$ cat src/rtl/idli_sqi_fetch_m_if.sv
// SQI fetch bundle: execute redirect, SQI pins and decoder-facing encoding stream.
// master = fetch block, slave = memory/decoder/execute side.
interface idli_sqi_fetch_m_if;
  logic        i_sq_redir;
  logic [15:0] i_sq_redir_pc;
  logic        o_sq_cs_n;
  logic        o_sq_sio_oe;
  logic [3:0]  o_sq_sio;
  logic [3:0]  i_sq_sio;
  logic [1:0]  o_sq_ctr;
  logic [15:0] o_sq_enc;
  logic        o_sq_enc_vld;
  logic [15:0] o_sq_pc;
  logic [15:0] o_sq_fetch_cnt;

  modport master (
    input  i_sq_redir, i_sq_redir_pc, i_sq_sio,
    output o_sq_cs_n, o_sq_sio_oe, o_sq_sio, o_sq_ctr,
           o_sq_enc, o_sq_enc_vld, o_sq_pc, o_sq_fetch_cnt
  );

  modport slave (
    output i_sq_redir, i_sq_redir_pc, i_sq_sio,
    input  o_sq_cs_n, o_sq_sio_oe, o_sq_sio, o_sq_ctr,
           o_sq_enc, o_sq_enc_vld, o_sq_pc, o_sq_fetch_cnt
  );
endinterface

$ cat src/rtl/idli_sqi_fetch_m.sv
// SQI instruction fetch: READ 0x03 sequencer, nibble assembly, sync counter, PC redirect.
// Optional delivered-instruction counter enabled by IDLI_SQI_FETCH_CNT_EN.
module idli_sqi_fetch_m (
  input  logic                   i_sq_gck,
  input  logic                   i_sq_rst_n,
  idli_sqi_fetch_m_if.master     sq
);
  typedef logic [15:0] data_t;
  typedef logic [1:0]  ctr_t;
  typedef enum logic [2:0] {ST_IDLE, ST_CMD, ST_ADDR, ST_DUMMY, ST_DATA} st_t;

  st_t         st_q, st_d;
  logic [2:0]  cnt_q, cnt_d;
  ctr_t        ctr_q, ctr_d;
  logic        pend_q, pend_d;
  data_t       pc_q, pc_d;
  logic [11:0] buf_q, buf_d;
  logic [23:0] addr;
  logic        enc_vld;
  logic [3:0]  sio;

  always_ff @(posedge i_sq_gck or negedge i_sq_rst_n) begin
    if (!i_sq_rst_n) begin
      st_q   <= ST_IDLE;
      cnt_q  <= '0;
      ctr_q  <= '0;
      pend_q <= 1'b1;
      pc_q   <= '0;
      buf_q  <= '0;
    end else begin
      st_q   <= st_d;
      cnt_q  <= cnt_d;
      ctr_q  <= ctr_d;
      pend_q <= pend_d;
      pc_q   <= pc_d;
      buf_q  <= buf_d;
    end
  end

  always_comb begin
    st_d    = st_q;
    cnt_d   = cnt_q;
    ctr_d   = ctr_q + 2'd1;
    pend_d  = pend_q;
    pc_d    = pc_q;
    buf_d   = buf_q;
    enc_vld = 1'b0;
    case (st_q)
      ST_IDLE: begin
        if (ctr_q == 2'd1 && pend_q) begin
          st_d   = ST_CMD;
          cnt_d  = '0;
          pend_d = 1'b0;
        end
      end
      ST_CMD: begin
        if (cnt_q == 3'd1) begin
          st_d  = ST_ADDR;
          cnt_d = '0;
        end else begin
          cnt_d = cnt_q + 3'd1;
        end
      end
      ST_ADDR: begin
        if (cnt_q == 3'd5) begin
          st_d  = ST_DUMMY;
          cnt_d = '0;
        end else begin
          cnt_d = cnt_q + 3'd1;
        end
      end
      ST_DUMMY: begin
        if (cnt_q == 3'd1) begin
          st_d  = ST_DATA;
          cnt_d = '0;
        end else begin
          cnt_d = cnt_q + 3'd1;
        end
      end
      ST_DATA: begin
        case (ctr_q)
          2'd0: buf_d[3:0]  = sq.i_sq_sio;
          2'd1: buf_d[7:4]  = sq.i_sq_sio;
          2'd2: buf_d[11:8] = sq.i_sq_sio;
          default: begin
            enc_vld = !sq.i_sq_redir;
            // Sequential reads cannot cross the 16b word space; force a fresh READ at 0.
            if (pc_q == 16'hFFFF) begin
              pend_d = 1'b1;
              pc_d   = '0;
              st_d   = ST_IDLE;
            end else begin
              pc_d = pc_q + 16'd1;
            end
          end
        endcase
      end
      default: st_d = ST_IDLE;
    endcase
    // Redirect overrides every other transition, including IDLE->CMD in the same cycle.
    if (sq.i_sq_redir) begin
      pend_d = 1'b1;
      pc_d   = sq.i_sq_redir_pc;
      st_d   = ST_IDLE;
      cnt_d  = '0;
    end
  end

  assign addr = {7'b0, pc_q, 1'b0};

  always_comb begin
    sio = '0;
    case (st_q)
      ST_CMD:  sio = (cnt_q == 3'd0) ? 4'h0 : 4'h3;
      ST_ADDR: begin
        case (cnt_q)
          3'd0:    sio = addr[23:20];
          3'd1:    sio = addr[19:16];
          3'd2:    sio = addr[15:12];
          3'd3:    sio = addr[11:8];
          3'd4:    sio = addr[7:4];
          default: sio = addr[3:0];
        endcase
      end
      default: sio = '0;
    endcase
  end

  assign sq.o_sq_cs_n    = (st_q == ST_IDLE);
  assign sq.o_sq_sio_oe  = (st_q == ST_CMD) || (st_q == ST_ADDR);
  assign sq.o_sq_sio     = sio;
  assign sq.o_sq_ctr     = ctr_q;
  assign sq.o_sq_enc     = {sq.i_sq_sio, buf_q};
  assign sq.o_sq_enc_vld = enc_vld;
  assign sq.o_sq_pc      = pc_q;

`ifdef IDLI_SQI_FETCH_CNT_EN
  data_t fcnt_q, fcnt_d;

  always_comb fcnt_d = fcnt_q + (enc_vld ? 16'd1 : 16'd0);

  always_ff @(posedge i_sq_gck or negedge i_sq_rst_n) begin
    if (!i_sq_rst_n) fcnt_q <= '0;
    else             fcnt_q <= fcnt_d;
  end

  assign sq.o_sq_fetch_cnt = fcnt_q;
`else
  assign sq.o_sq_fetch_cnt = '0;
`endif
endmodule

$ cat src/flat_wrapper.sv
// flat-port wrapper written by rule: the top's interface ports become plain ports
module idli_sqi_fetch_m_flat 
  (i_sq_gck, i_sq_rst_n, sq_i_sq_redir, sq_i_sq_redir_pc, sq_i_sq_sio, sq_o_sq_cs_n, sq_o_sq_sio_oe, sq_o_sq_sio, sq_o_sq_ctr, sq_o_sq_enc, sq_o_sq_enc_vld, sq_o_sq_pc, sq_o_sq_fetch_cnt);
  idli_sqi_fetch_m_if sq_i ();
  input  logic i_sq_gck;
  input  logic i_sq_rst_n;
  input wire logic [$bits(sq_i.i_sq_redir)-1:0] sq_i_sq_redir;
  input wire logic [$bits(sq_i.i_sq_redir_pc)-1:0] sq_i_sq_redir_pc;
  input wire logic [$bits(sq_i.i_sq_sio)-1:0] sq_i_sq_sio;
  output wire logic [$bits(sq_i.o_sq_cs_n)-1:0] sq_o_sq_cs_n;
  output wire logic [$bits(sq_i.o_sq_sio_oe)-1:0] sq_o_sq_sio_oe;
  output wire logic [$bits(sq_i.o_sq_sio)-1:0] sq_o_sq_sio;
  output wire logic [$bits(sq_i.o_sq_ctr)-1:0] sq_o_sq_ctr;
  output wire logic [$bits(sq_i.o_sq_enc)-1:0] sq_o_sq_enc;
  output wire logic [$bits(sq_i.o_sq_enc_vld)-1:0] sq_o_sq_enc_vld;
  output wire logic [$bits(sq_i.o_sq_pc)-1:0] sq_o_sq_pc;
  output wire logic [$bits(sq_i.o_sq_fetch_cnt)-1:0] sq_o_sq_fetch_cnt;
  assign sq_i.i_sq_redir = sq_i_sq_redir;
  assign sq_i.i_sq_redir_pc = sq_i_sq_redir_pc;
  assign sq_i.i_sq_sio = sq_i_sq_sio;
  assign sq_o_sq_cs_n = sq_i.o_sq_cs_n;
  assign sq_o_sq_sio_oe = sq_i.o_sq_sio_oe;
  assign sq_o_sq_sio = sq_i.o_sq_sio;
  assign sq_o_sq_ctr = sq_i.o_sq_ctr;
  assign sq_o_sq_enc = sq_i.o_sq_enc;
  assign sq_o_sq_enc_vld = sq_i.o_sq_enc_vld;
  assign sq_o_sq_pc = sq_i.o_sq_pc;
  assign sq_o_sq_fetch_cnt = sq_i.o_sq_fetch_cnt;
  idli_sqi_fetch_m u_core (.i_sq_gck(i_sq_gck), .i_sq_rst_n(i_sq_rst_n), .sq(sq_i));
endmodule
$ cat config.mk
export PLATFORM = sky130hd
export DESIGN_NAME = idli_sqi_fetch_m_flat
export DESIGN_NICKNAME = d
export VERILOG_FILES = /design/src/rtl/idli_sqi_fetch_m_if.sv /design/src/rtl/idli_sqi_fetch_m.sv /design/src/flat_wrapper.sv
export SDC_FILE = /design/constraint.sdc
export NUM_CORES = 1
export LEC_CHECK = 0
export ABC_CLOCK_PERIOD_IN_PS = 2200
export BUFFER_PORTS_ARGS = -buffer_cell sky130_fd_sc_hd__buf_2
export CAP_MARGIN = 20
export CORE_MARGIN = 1
export CORE_UTILIZATION = 30
export CTS_CLUSTER_DIAMETER = 40
export DETAILED_ROUTE_END_ITERATION = 7
export GPL_ROUTABILITY_DRIVEN = 0
export PLACE_DENSITY_LB_ADDON = 0.3
export SLEW_MARGIN = 20
export SYNTH_ARGS = -nofsm -noshare
export SYNTH_HDL_FRONTEND = slang
export SYNTH_SLANG_ARGS = --single-unit
export TNS_END_PERCENT = 100
$ cat constraint.sdc
create_clock -name i_sq_gck -period 2.2 [get_ports i_sq_gck]
set_input_delay 0.22 -clock i_sq_gck [delete_from_list [all_inputs] [get_ports i_sq_gck]]
set_output_delay 0.22 -clock i_sq_gck [all_outputs]
set_load 0.01 [all_outputs]
==> impl_metrics.tcl, run 1 <==
set metrics [dict create \
    status "finished with violations" \
    violations "design-rule violations" \
    final_design_area_no_fill_um2 2960 \
    netlist_instances 258 \
    antennaDiodeCount 0 \
    critical_path_class "reg -> out" \
    cts.root.buffer_cell "sky130_fd_sc_hd__clkbuf_8" \
    timing.final.setup_violations 0 \
    synth.top_cell.area_share_pct 38.0 \
    fp.dieH_um 90.9 \
    switching_power_mw 0.487 \
    syn-cell-area_um2 2370 \
    critical-path-top-cell-by-count "sky130_fd_sc_hd__nand2b_1" \
    multiInputGateArea_um2 1240 \
    clk-insertion-delay-late_ns 0.30 \
    synth-main-ff-cell "sky130_fd_sc_hd__dfrtp_1" \
    seqCellArea_um2 930 \
    power_density_nw_per_um2 601 \
    max_slew.worst_pin.slew_ns 0.868 \
    vias_per_cell 5.03 \
    swShare_pct 27.4 \
    clock_sink_count 37 \
    cts.htree.levels 2 \
    power.combinational.fraction_pct 16.0 \
    max_clock_freq_mhz 485 \
    relSlewSlack_pct 42.2 \
    cts_made_buffers 5 \
    drt_first_iter_violations 163 \
    routed_wire_length_per_instance_um 15.4 \
    synthDistinctLibCells 55 \
    cp_data_required_time_ns 1.98 \
    placementRows 32 \
    cp-end-kind "output port" \
    syn_area_per_cell_um2 9.19 \
    post_dp_hpwl_um 4820 \
    internal_power_mw 1.29 \
    finalClockSkew_ns 0.00768 \
    timing.setup.tns_ns 0 \
    global_route_wire_length_before_repair_um 10600 \
    via_count 2166 \
    layout_min_cycle_time_ns 2.06 \
    grt_antenna_before_repair 0 \
    seq_power_share_pct 42.4 \
    gr-total-overflow 0 \
    tritoncts_clock_tree "yes" \
    pin_count 80 \
    path_clk_slew_ns 0.08 \
    post_synth_main_area_contributors "sky130_fd_sc_hd__dfrtp_1 38%, sky130_fd_sc_hd__buf_4 6.3%, sky130_fd_sc_hd__mux2_2 5.7%, sky130_fd_sc_hd__ha_1 3.2%, sky130_fd_sc_hd__nand2_1 3.2%" \
    cpPeakStageDelay_ns 0.41 \
    yosys_warnings 0 \
    numPortBuffers 63 \
    initial_core_util_pct 30.8 \
    cpMaxStageDelayCell "sky130_fd_sc_hd__dfrtp_1" \
    ir_worst_vdd_mv 0.234 \
    slew_violations 0 \
    nNetsFinal 357 \
    leakage_nw 1.41 \
    timing.critical_path.arrival_ns 1.84 \
    fp.dieW_um 90.9 \
    n_fill_cell 797 \
    cts_buffer_depth 2 \
    final_layout_size_suffix_gt1_share_pct 35.3 \
    core_um2 7690 \
    postPlaceCellArea_um2 2780 \
    routed_wirelength_um 6640 \
    synth_top_area_cell "sky130_fd_sc_hd__dfrtp_1" \
    drt_pass1_iterations 6 \
    maxCapViolations 0 \
    ys_async_sr_fraction_pct 100 \
    worst_setup_path_start_kind "flip-flop" \
    post-synth-top-count-cell "sky130_fd_sc_hd__dfrtp_1" \
    synth-edff-count 0 \
    synth-seq-cells 37 \
    total_die_area_um2 8260 \
    final.period_utilization_pct 93.7 \
    worst_hold_path_type "in -> async" \
    first_global_vias 2043 \
    crit_path_max_fanout 9 \
    synth.top_cells.by_count "36 x sky130_fd_sc_hd__dfrtp_1, 20 x sky130_fd_sc_hd__buf_4, 20 x sky130_fd_sc_hd__nand2_1" \
    globalRouteTotalUtil_pct 16.2 \
    yosysSeqAreaShare_pct 39.1 \
    crit_path_cell_trace "buf_4 -> nor2b_1 -> nand2b_1 -> nand2b_1 -> o21ai_0 -> buf_2" \
    share_of_total_power_in_the_clock_network_pct 41.6 \
    design_power_mw 1.78 \
    grt_max_degree 43 \
    rsz0062_at_grt "no" \
    post_route_drc 1 \
    hold_viol 0 \
    antenna_violating_nets_post_route 0 \
    area_delta_synth_final_pct 24.9 \
]
-- cell type report --
class / instances / share of cell area, %
Timing Repair Buffer: 87 / 16.7
Multi-Input combinational cell: 189 / 41.9
Clock inverter: 3 / 2.32
Clock buffer: 5 / 2.32
Tap cell: 102 / 4.31
Sequential cell: 37 / 31.4
Inverter: 8 / 1.01
-- power groups by stage --
stage	logic, mW	registers (mW)	clock network (mW)
4_1_cts	0.278	0.757	0.753
3_3_place_gp	0.274	0.769	0
3_5_place_dp	0.277	0.770	0
6_report	0.286	0.754	0.739
5_1_grt	0.315	0.761	0.783
2_1_floorplan	0.150	0.780	0
-- critical path: cells and delay by family (launching register included) --
kind / cells / cell delay, ns
simple gates: 3 / 0.57
flops: 1 / 0.41
buf+inv: 2 / 0.35
compound gates: 1 / 0.21
-- registers in the layout, indices dropped and copies added (netlist names) --
register and flops:
u_core.buf_q 12, u_core.sq.o_sq_pc 16, u_core.cnt_q 3, u_core.sq.o_sq_ctr 2, u_core.st_q 3, u_core.pend_q 1
-- through the flow --
| stage | worst slack [ns] | hold WS (ns) | cells | util (%) |
|---|---|---|---|---|
| final | 0.140 | 0.00928 | 431 | 38.5 |
| after detailed placement | 0.192 | 0.397 | 417 | 36.1 |
| after CTS | 0.0297 | 0.0666 | 425 | 37.9 |
| after global routing | 0.0218 | 0.124 | 431 | 38.5 |
| after global placement | 0.233 | 0.385 | 417 | 36.1 |
| after floorplan | 0.211 | -0.0756 | 273 | - |
-- kinds of logic (layout without fill, tap and decap cells) --
group,count (synthesis),after routing,synth area share [%]
simple gates,94,94,22.3
compound gates,55,55,16.4
buf+inv,47,103,10.9
flops,37,37,39.1
mux,13,13,6.12
fa+ha+maj,6,6,3.17
xor+xnor,5,5,1.85
other cells,1,16,0.158
-- cell usage in the layout, fill, tap and decap left out, types with 3 or more instances in the layout --
cell,count
sky130_fd_sc_hd__nor4_1,4
sky130_fd_sc_hd__ha_1,6
sky130_fd_sc_hd__a21oi_1,12
sky130_fd_sc_hd__or3_1,5
sky130_fd_sc_hd__nor2b_1,3
sky130_fd_sc_hd__a211oi_1,3
sky130_fd_sc_hd__xnor2_1,3
sky130_fd_sc_hd__and3_1,3
sky130_fd_sc_hd__nor2_1,15
sky130_fd_sc_hd__dfrtp_1,34
sky130_fd_sc_hd__buf_4,24
sky130_fd_sc_hd__inv_1,8
sky130_fd_sc_hd__a2bb2oi_1,4
sky130_fd_sc_hd__nand3b_1,3
sky130_fd_sc_hd__or4_1,3
sky130_fd_sc_hd__mux2_2,12
sky130_fd_sc_hd__clkbuf_8,5
sky130_fd_sc_hd__nand2b_1,4
sky130_fd_sc_hd__nor3_1,10
sky130_fd_sc_hd__a222oi_1,3
sky130_fd_sc_hd__o21ai_0,12
sky130_fd_sc_hd__conb_1,16
sky130_fd_sc_hd__nand4_1,6
sky130_fd_sc_hd__buf_2,63
sky130_fd_sc_hd__nand2_1,20
sky130_fd_sc_hd__nand3_1,5
-- final timing paths --
kind / from / cells past startpoint / slack, ns / to
max: u_core.st_q[0] / 6 / 0.14 / sq_o_sq_sio[0]
min: i_sq_rst_n / 1 / 0.009 / u_core.st_q[1]
max reg2reg: u_core.sq.o_sq_pc[0] / 5 / 0.14 / u_core.sq.o_sq_pc[9]
min reg2reg: u_core.buf_q[9] / 1 / 0.51 / u_core.buf_q[9]
max in group asynchronous: i_sq_rst_n / 1 / 1.56 / u_core.cnt_q[1]
min in group i_sq_gck: sq_i_sq_redir_pc[2] / 3 / 0.13 / u_core.sq.o_sq_pc[2]
-- metal layers --
| layer | routed length (um) | global-route usage (%) | up-vias |
|---|---|---|---|
| li1 | - | - | 1043 |
| met3 | 367 | 3.28 | 4 |
| met4 | 38 | 3.97 | 0 |
| met2 | 3090 | 25.4 | 68 |
| met5 | 0 | 0 | - |
| met1 | 3140 | 22.9 | 1051 |
-- what timing repair did --
item	in CTS	in global routing
setup buffers	0	6
setup endpoints to repair	0	3
resized for setup	0	2
hold buffers	0	0
Power figures use the tool's default switching activity.
==> run 2: changes to the inputs <==
--- a/config.mk
+++ b/config.mk
@@ -10,6 +10,7 @@
 export CAP_MARGIN = 20
 export CORE_MARGIN = 1
 export CORE_UTILIZATION = 30
+export CTS_BUF_LIST = sky130_fd_sc_hd__clkbuf_16
 export CTS_CLUSTER_DIAMETER = 40
 export DETAILED_ROUTE_END_ITERATION = 7
 export GPL_ROUTABILITY_DRIVEN = 0
==> impl_metrics.tcl, run 2 (synthesis gave the netlist of run 1 again) <==
set metrics [dict create \
    max_slew.worst_pin.slew_ns 0.883 \
    final.period_utilization_pct 93.5 \
    critical_path_class "reg -> reg" \
    max_clock_freq_mhz 486 \
    global_route_wire_length_before_repair_um 10700 \
    drt_pass1_iterations 6 \
    drt_first_iter_violations 155 \
    hold_viol 0 \
    path_clk_slew_ns 0.06 \
    finalClockSkew_ns 0.00535 \
    core_um2 7690 \
    globalRouteTotalUtil_pct 16.3 \
    relSlewSlack_pct 41.1 \
    gr-total-overflow 0 \
    total_die_area_um2 8260 \
    timing.setup.tns_ns 0 \
    initial_core_util_pct 30.8 \
    largest_register_ffs 16 \
    antennaDiodeCount 0 \
    grt_max_degree 43 \
    rsz0062_at_grt "no" \
    layout_min_cycle_time_ns 2.06 \
    worst_setup_path_start_kind "flip-flop" \
    pin_count 80 \
    routed_wire_length_per_instance_um 15.6 \
    timing.critical_path.arrival_ns 2.23 \
    hold-worst-slack_ns 0.0370 \
    cpMaxStageDelayCell "sky130_fd_sc_hd__or4_1" \
    drt-met1-wl_um 3200 \
    first_global_vias 2069 \
    post_dp_hpwl_um 4820 \
    cts.root.buffer_cell "sky130_fd_sc_hd__clkbuf_16" \
    dr_wl_met2_um 3110 \
    leakage_nw 1.43 \
    post_route_drc 1 \
    cts.htree.levels 2 \
    cts_buffer_depth 2 \
    worst-r2r-cell-count 5 \
    routed_wirelength_um 6710 \
    cp_data_required_time_ns 2.37 \
    fp.dieW_um 90.9 \
    layout_common_cells "63 x sky130_fd_sc_hd__buf_2, 34 x sky130_fd_sc_hd__dfrtp_1, 23 x sky130_fd_sc_hd__buf_4" \
    area_delta_synth_final_pct 27.0 \
    slew_violations 0 \
    grt_antenna_before_repair 0 \
    vias_per_cell 5.03 \
    top_routing_layer_used "met4" \
    via_count 2162 \
    crit_path_cell_trace "ha_1 -> nand3_2 -> or4_1 -> and4_1 -> a211o_1" \
    power_density_nw_per_um2 665 \
    met3WireLength_um 335 \
    status "finished with violations" \
    antenna_violating_nets_post_route 0 \
    clock_sink_count 37 \
    worst_hold_path_type "in -> async" \
    fp.dieH_um 90.9 \
    crit_cells 5 \
    ir_worst_vdd_mv 0.299 \
    maxCapViolations 0 \
    layout.cells.most_common "sky130_fd_sc_hd__buf_2" \
    placementRows 32 \
    cp-end-kind "flip-flop" \
    crit_path_max_fanout 7 \
    cpPeakStageDelay_ns 0.68 \
    design_power_mw 2.00 \
    tritoncts_clock_tree "yes" \
    timing.critical_path.max_delay_family "simple AND/OR/NAND/NOR gates" \
    violations "design-rule violations" \
    nNetsFinal 356 \
    final_layout_size_suffix_gt1_share_pct 35.1 \
    timing.final.setup_violations 0 \
    worst-path-buf-inv 0 \
    n_fill_cell 791 \
    numPortBuffers 63 \
    clk-insertion-delay-late_ns 0.29 \
    cts_made_buffers 5 \
]
[run 2: final cells by class]
type / count / area (um2) / area share, %
well taps: 102 / 128 / 4.24
flip-flops and latches: 37 / 930 / 30.9
inverters: 8 / 30.0 / 0.998
repair buffers: 86 / 488 / 16.2
clock inverters: 3 / 68.8 / 2.29
multi-input cells: 189 / 1240 / 41.2
clock buffers: 5 / 125 / 4.16
[run 2: worst paths after layout]
check                                     start                   end  slack, ns
min                                  i_sq_rst_n        u_core.st_q[1]       0.04
min in group i_sq_gck       sq_i_sq_redir_pc[2]  u_core.sq.o_sq_pc[2]       0.15
max reg2reg                u_core.sq.o_sq_pc[1]  u_core.sq.o_sq_pc[9]       0.14
min reg2reg                     u_core.buf_q[9]       u_core.buf_q[9]       0.50
max                        u_core.sq.o_sq_pc[1]  u_core.sq.o_sq_pc[9]       0.14
max in group asynchronous            i_sq_rst_n       u_core.cnt_q[1]       1.52
[run 2: routing by layer]
metal / up-vias / GRT usage, %
li1: 1041 / -
met4: 0 / 4.37
met3: 6 / 3.45
met5: - / 0
met1: 1048 / 22.7
met2: 67 / 25.5
[run 2: what timing repair did]
action,4_1_cts,5_1_grt
buffers inserted,0,5
setup endpoints to repair,0,2
gates resized for setup,0,2
hold buffers,0,0
[run 2: metrics by stage]
| step | util [%] | cells | area, um2 | setup slack, ns |
|---|---|---|---|---|
| floorplan | - | 273 | 2430 | 0.211 |
| global placement | 36.1 | 417 | 2780 | 0.233 |
| detailed placement | 36.1 | 417 | 2780 | 0.192 |
| CTS | 38.6 | 425 | 2970 | 0.0609 |
| global route | 39.2 | 430 | 3010 | 0.0101 |
| finish | 39.2 | 430 | 3010 | 0.143 |
[run 2: where the power goes]
group	internal [mW]	switching (mW)	leakage (nW)
registers	0.716	0.0429	0.468
logic	0.119	0.163	0.868
clock network	0.654	0.307	0.0944
total	1.49	0.513	1.43
==> run 3: changes to the inputs <==
--- a/config.mk
+++ b/config.mk
@@ -14,7 +14,6 @@
 export CTS_CLUSTER_DIAMETER = 40
 export DETAILED_ROUTE_END_ITERATION = 7
 export GPL_ROUTABILITY_DRIVEN = 0
-export PLACE_DENSITY_LB_ADDON = 0.3
 export SLEW_MARGIN = 20
 export SYNTH_ARGS = -nofsm -noshare
 export SYNTH_HDL_FRONTEND = slang
==> impl_metrics.tcl, run 3 (synthesis gave the netlist of run 1 again) <==
set metrics [dict create \
    status "completed" \
    layout_common_cells "63 x sky130_fd_sc_hd__buf_2, 33 x sky130_fd_sc_hd__dfrtp_1, 20 x sky130_fd_sc_hd__nand2_1, 20 x sky130_fd_sc_hd__buf_4, 16 x sky130_fd_sc_hd__conb_1" \
    clk-insertion-delay-late_ns 0.28 \
    ir_worst_vdd_mv 0.391 \
    post_dp_hpwl_um 4800 \
    crit_path_max_fanout 11 \
    timing.critical_path.arrival_ns 1.90 \
    cts.root.buffer_cell "sky130_fd_sc_hd__clkbuf_16" \
    rsz0062_at_grt "no" \
    post_route_drc 0 \
    global_route_wire_length_before_repair_um 10600 \
    routed_wirelength_um 6530 \
    largest_register_ffs 16 \
    leakage_nw 1.39 \
    max_slew.worst_pin.slew_ns 0.853 \
    numPortBuffers 63 \
    layout_min_cycle_time_ns 2.12 \
    timing.setup.tns_ns 0 \
    switching_power_mw 0.492 \
    grt_antenna_before_repair 0 \
    crit_path_cell_trace "and2_1 -> ha_1 -> a222oi_1 -> a211oi_1 -> buf_2" \
    routed_wire_length_per_instance_um 15.3 \
    max_clock_freq_mhz 472 \
    first_global_vias 2099 \
    placementRows 32 \
    worst-r2r-cell-count 4 \
    pin_count 80 \
    cts_made_buffers 5 \
    worstReg2RegStart "u_core.sq.o_sq_pc[7]" \
    power.combinational.fraction_pct 14.9 \
    antennaDiodeCount 0 \
    relSlewSlack_pct 43.1 \
    fp.dieH_um 90.9 \
    timing.final.setup_violations 0 \
    r2r-end "u_core.sq.o_sq_pc[9]" \
    drt_pass1_iterations 4 \
    nNetsFinal 353 \
    seq_power_share_pct 40.8 \
    worst_setup_path_start_kind "flip-flop" \
    core_um2 7690 \
    pre_cts_slack_ns 0.263 \
    cpPeakStageDelay_ns 0.48 \
    grt_max_degree 43 \
    area_delta_synth_final_pct 25.3 \
    slew_violations 0 \
    gr-total-overflow 0 \
    antenna_violating_nets_post_route 0 \
    reg2reg_setup_slack_ns 0.22 \
    fp.dieW_um 90.9 \
    cp_data_required_time_ns 1.98 \
    total_die_area_um2 8260 \
    cts.htree.levels 2 \
    tritoncts_clock_tree "yes" \
    globalRouteTotalUtil_pct 16.1 \
    layout.cells.most_common "sky130_fd_sc_hd__buf_2" \
    share_of_total_power_in_the_clock_network_pct 44.3 \
    worst-path-buf-inv 1 \
    cp-end-kind "output port" \
    hold_buffer_count_at_cts 0 \
    final_design_area_no_fill_um2 2970 \
    clock_sink_count 37 \
    internal_power_mw 1.37 \
    hold_viol 0 \
    post_route_worst_setup_slack_ns 0.0791 \
    postPlaceCellArea_um2 2790 \
    cpMaxStageDelayCell "sky130_fd_sc_hd__dfrtp_2" \
    worst_hold_path_type "in -> async" \
    maxCapViolations 0 \
    final_layout_size_suffix_gt1_share_pct 35.1 \
    finalClockSkew_ns 0.00254 \
    vias_per_cell 5.08 \
    path_clk_slew_ns 0.06 \
    swShare_pct 26.4 \
    power_density_nw_per_um2 626 \
    via_count 2170 \
    drt_first_iter_violations 103 \
    critical_path_class "reg -> out" \
    timing.critical_path.max_delay_family "compound AO/OA/AOI/OAI gates" \
    final.period_utilization_pct 96.4 \
    initial_core_util_pct 30.8 \
    cts_buffer_depth 2 \
]
## run 3: cell types whose count changed in the layout (fill, tap and decap cells not counted), sizes merged
cell / before / now
bufinv: 2 / 1
clkinvlp: 0 / 1
inv: 9 / 8
clkinv: 0 / 1
buf: 86 / 83
## run 3: final cells by class
| cell class | instances | area, um2 |
|---|---|---|
| timing repair buffer | 83 | 465 |
| fill | 802 | 4720 |
| clock inverter | 3 | 46.3 |
| tap | 102 | 128 |
| inverter | 8 | 30.0 |
| multi-input combinational | 189 | 1250 |
| sequential | 37 | 931 |
| clock buffer | 5 | 125 |
## run 3: metal layers
layer / global-route usage [%] / share of wire, %
met5: 0 / 0
met3: 3.37 / 5.1
met2: 25.5 / 49
met4: 6.22 / 1.9
met1: 21.6 / 44
## run 3: how the worst max path moves through the flow
stage	startpoint	endpoint	cells past startpoint
3_5_place_dp	u_core.sq.o_sq_pc[1]	u_core.sq.o_sq_pc[9]	5
5_1_grt	u_core.cnt_q[1]	sq_o_sq_sio[2]	5
6_report	u_core.cnt_q[0]	sq_o_sq_sio[2]	5
2_1_floorplan	u_core.sq.o_sq_pc[0]	u_core.sq.o_sq_pc[9]	6
3_3_place_gp	u_core.st_q[0]	u_core.sq.o_sq_pc[12]	4
4_1_cts	u_core.cnt_q[2]	sq_o_sq_sio[1]	6
## run 3: repair_timing
item | CTS | global route
endpoints found under the setup margin | 0 | 4
gates resized for setup | 0 | 4
buffers inserted | 0 | 0
## run 3: stage by stage
step                      total power, mW  instances  hold slack (ns)  util, %
after floorplan                     0.930        273          -0.0756        -
after global placement               1.05        419            0.386     36.3
after detailed placement             1.05        419            0.385     36.3
after CTS                            1.88        427           0.0873     38.5
after global routing                 1.95        427            0.133     38.7
final                                1.86        427           0.0514     38.7
## run 3: power by group through the flow
stage	combinational [mW]	sequential [mW]	clock [mW]
2_1_floorplan	0.150	0.780	0
3_3_place_gp	0.278	0.768	0
3_5_place_dp	0.279	0.769	0
4_1_cts	0.280	0.757	0.842
5_1_grt	0.307	0.763	0.875
6_report	0.277	0.759	0.825
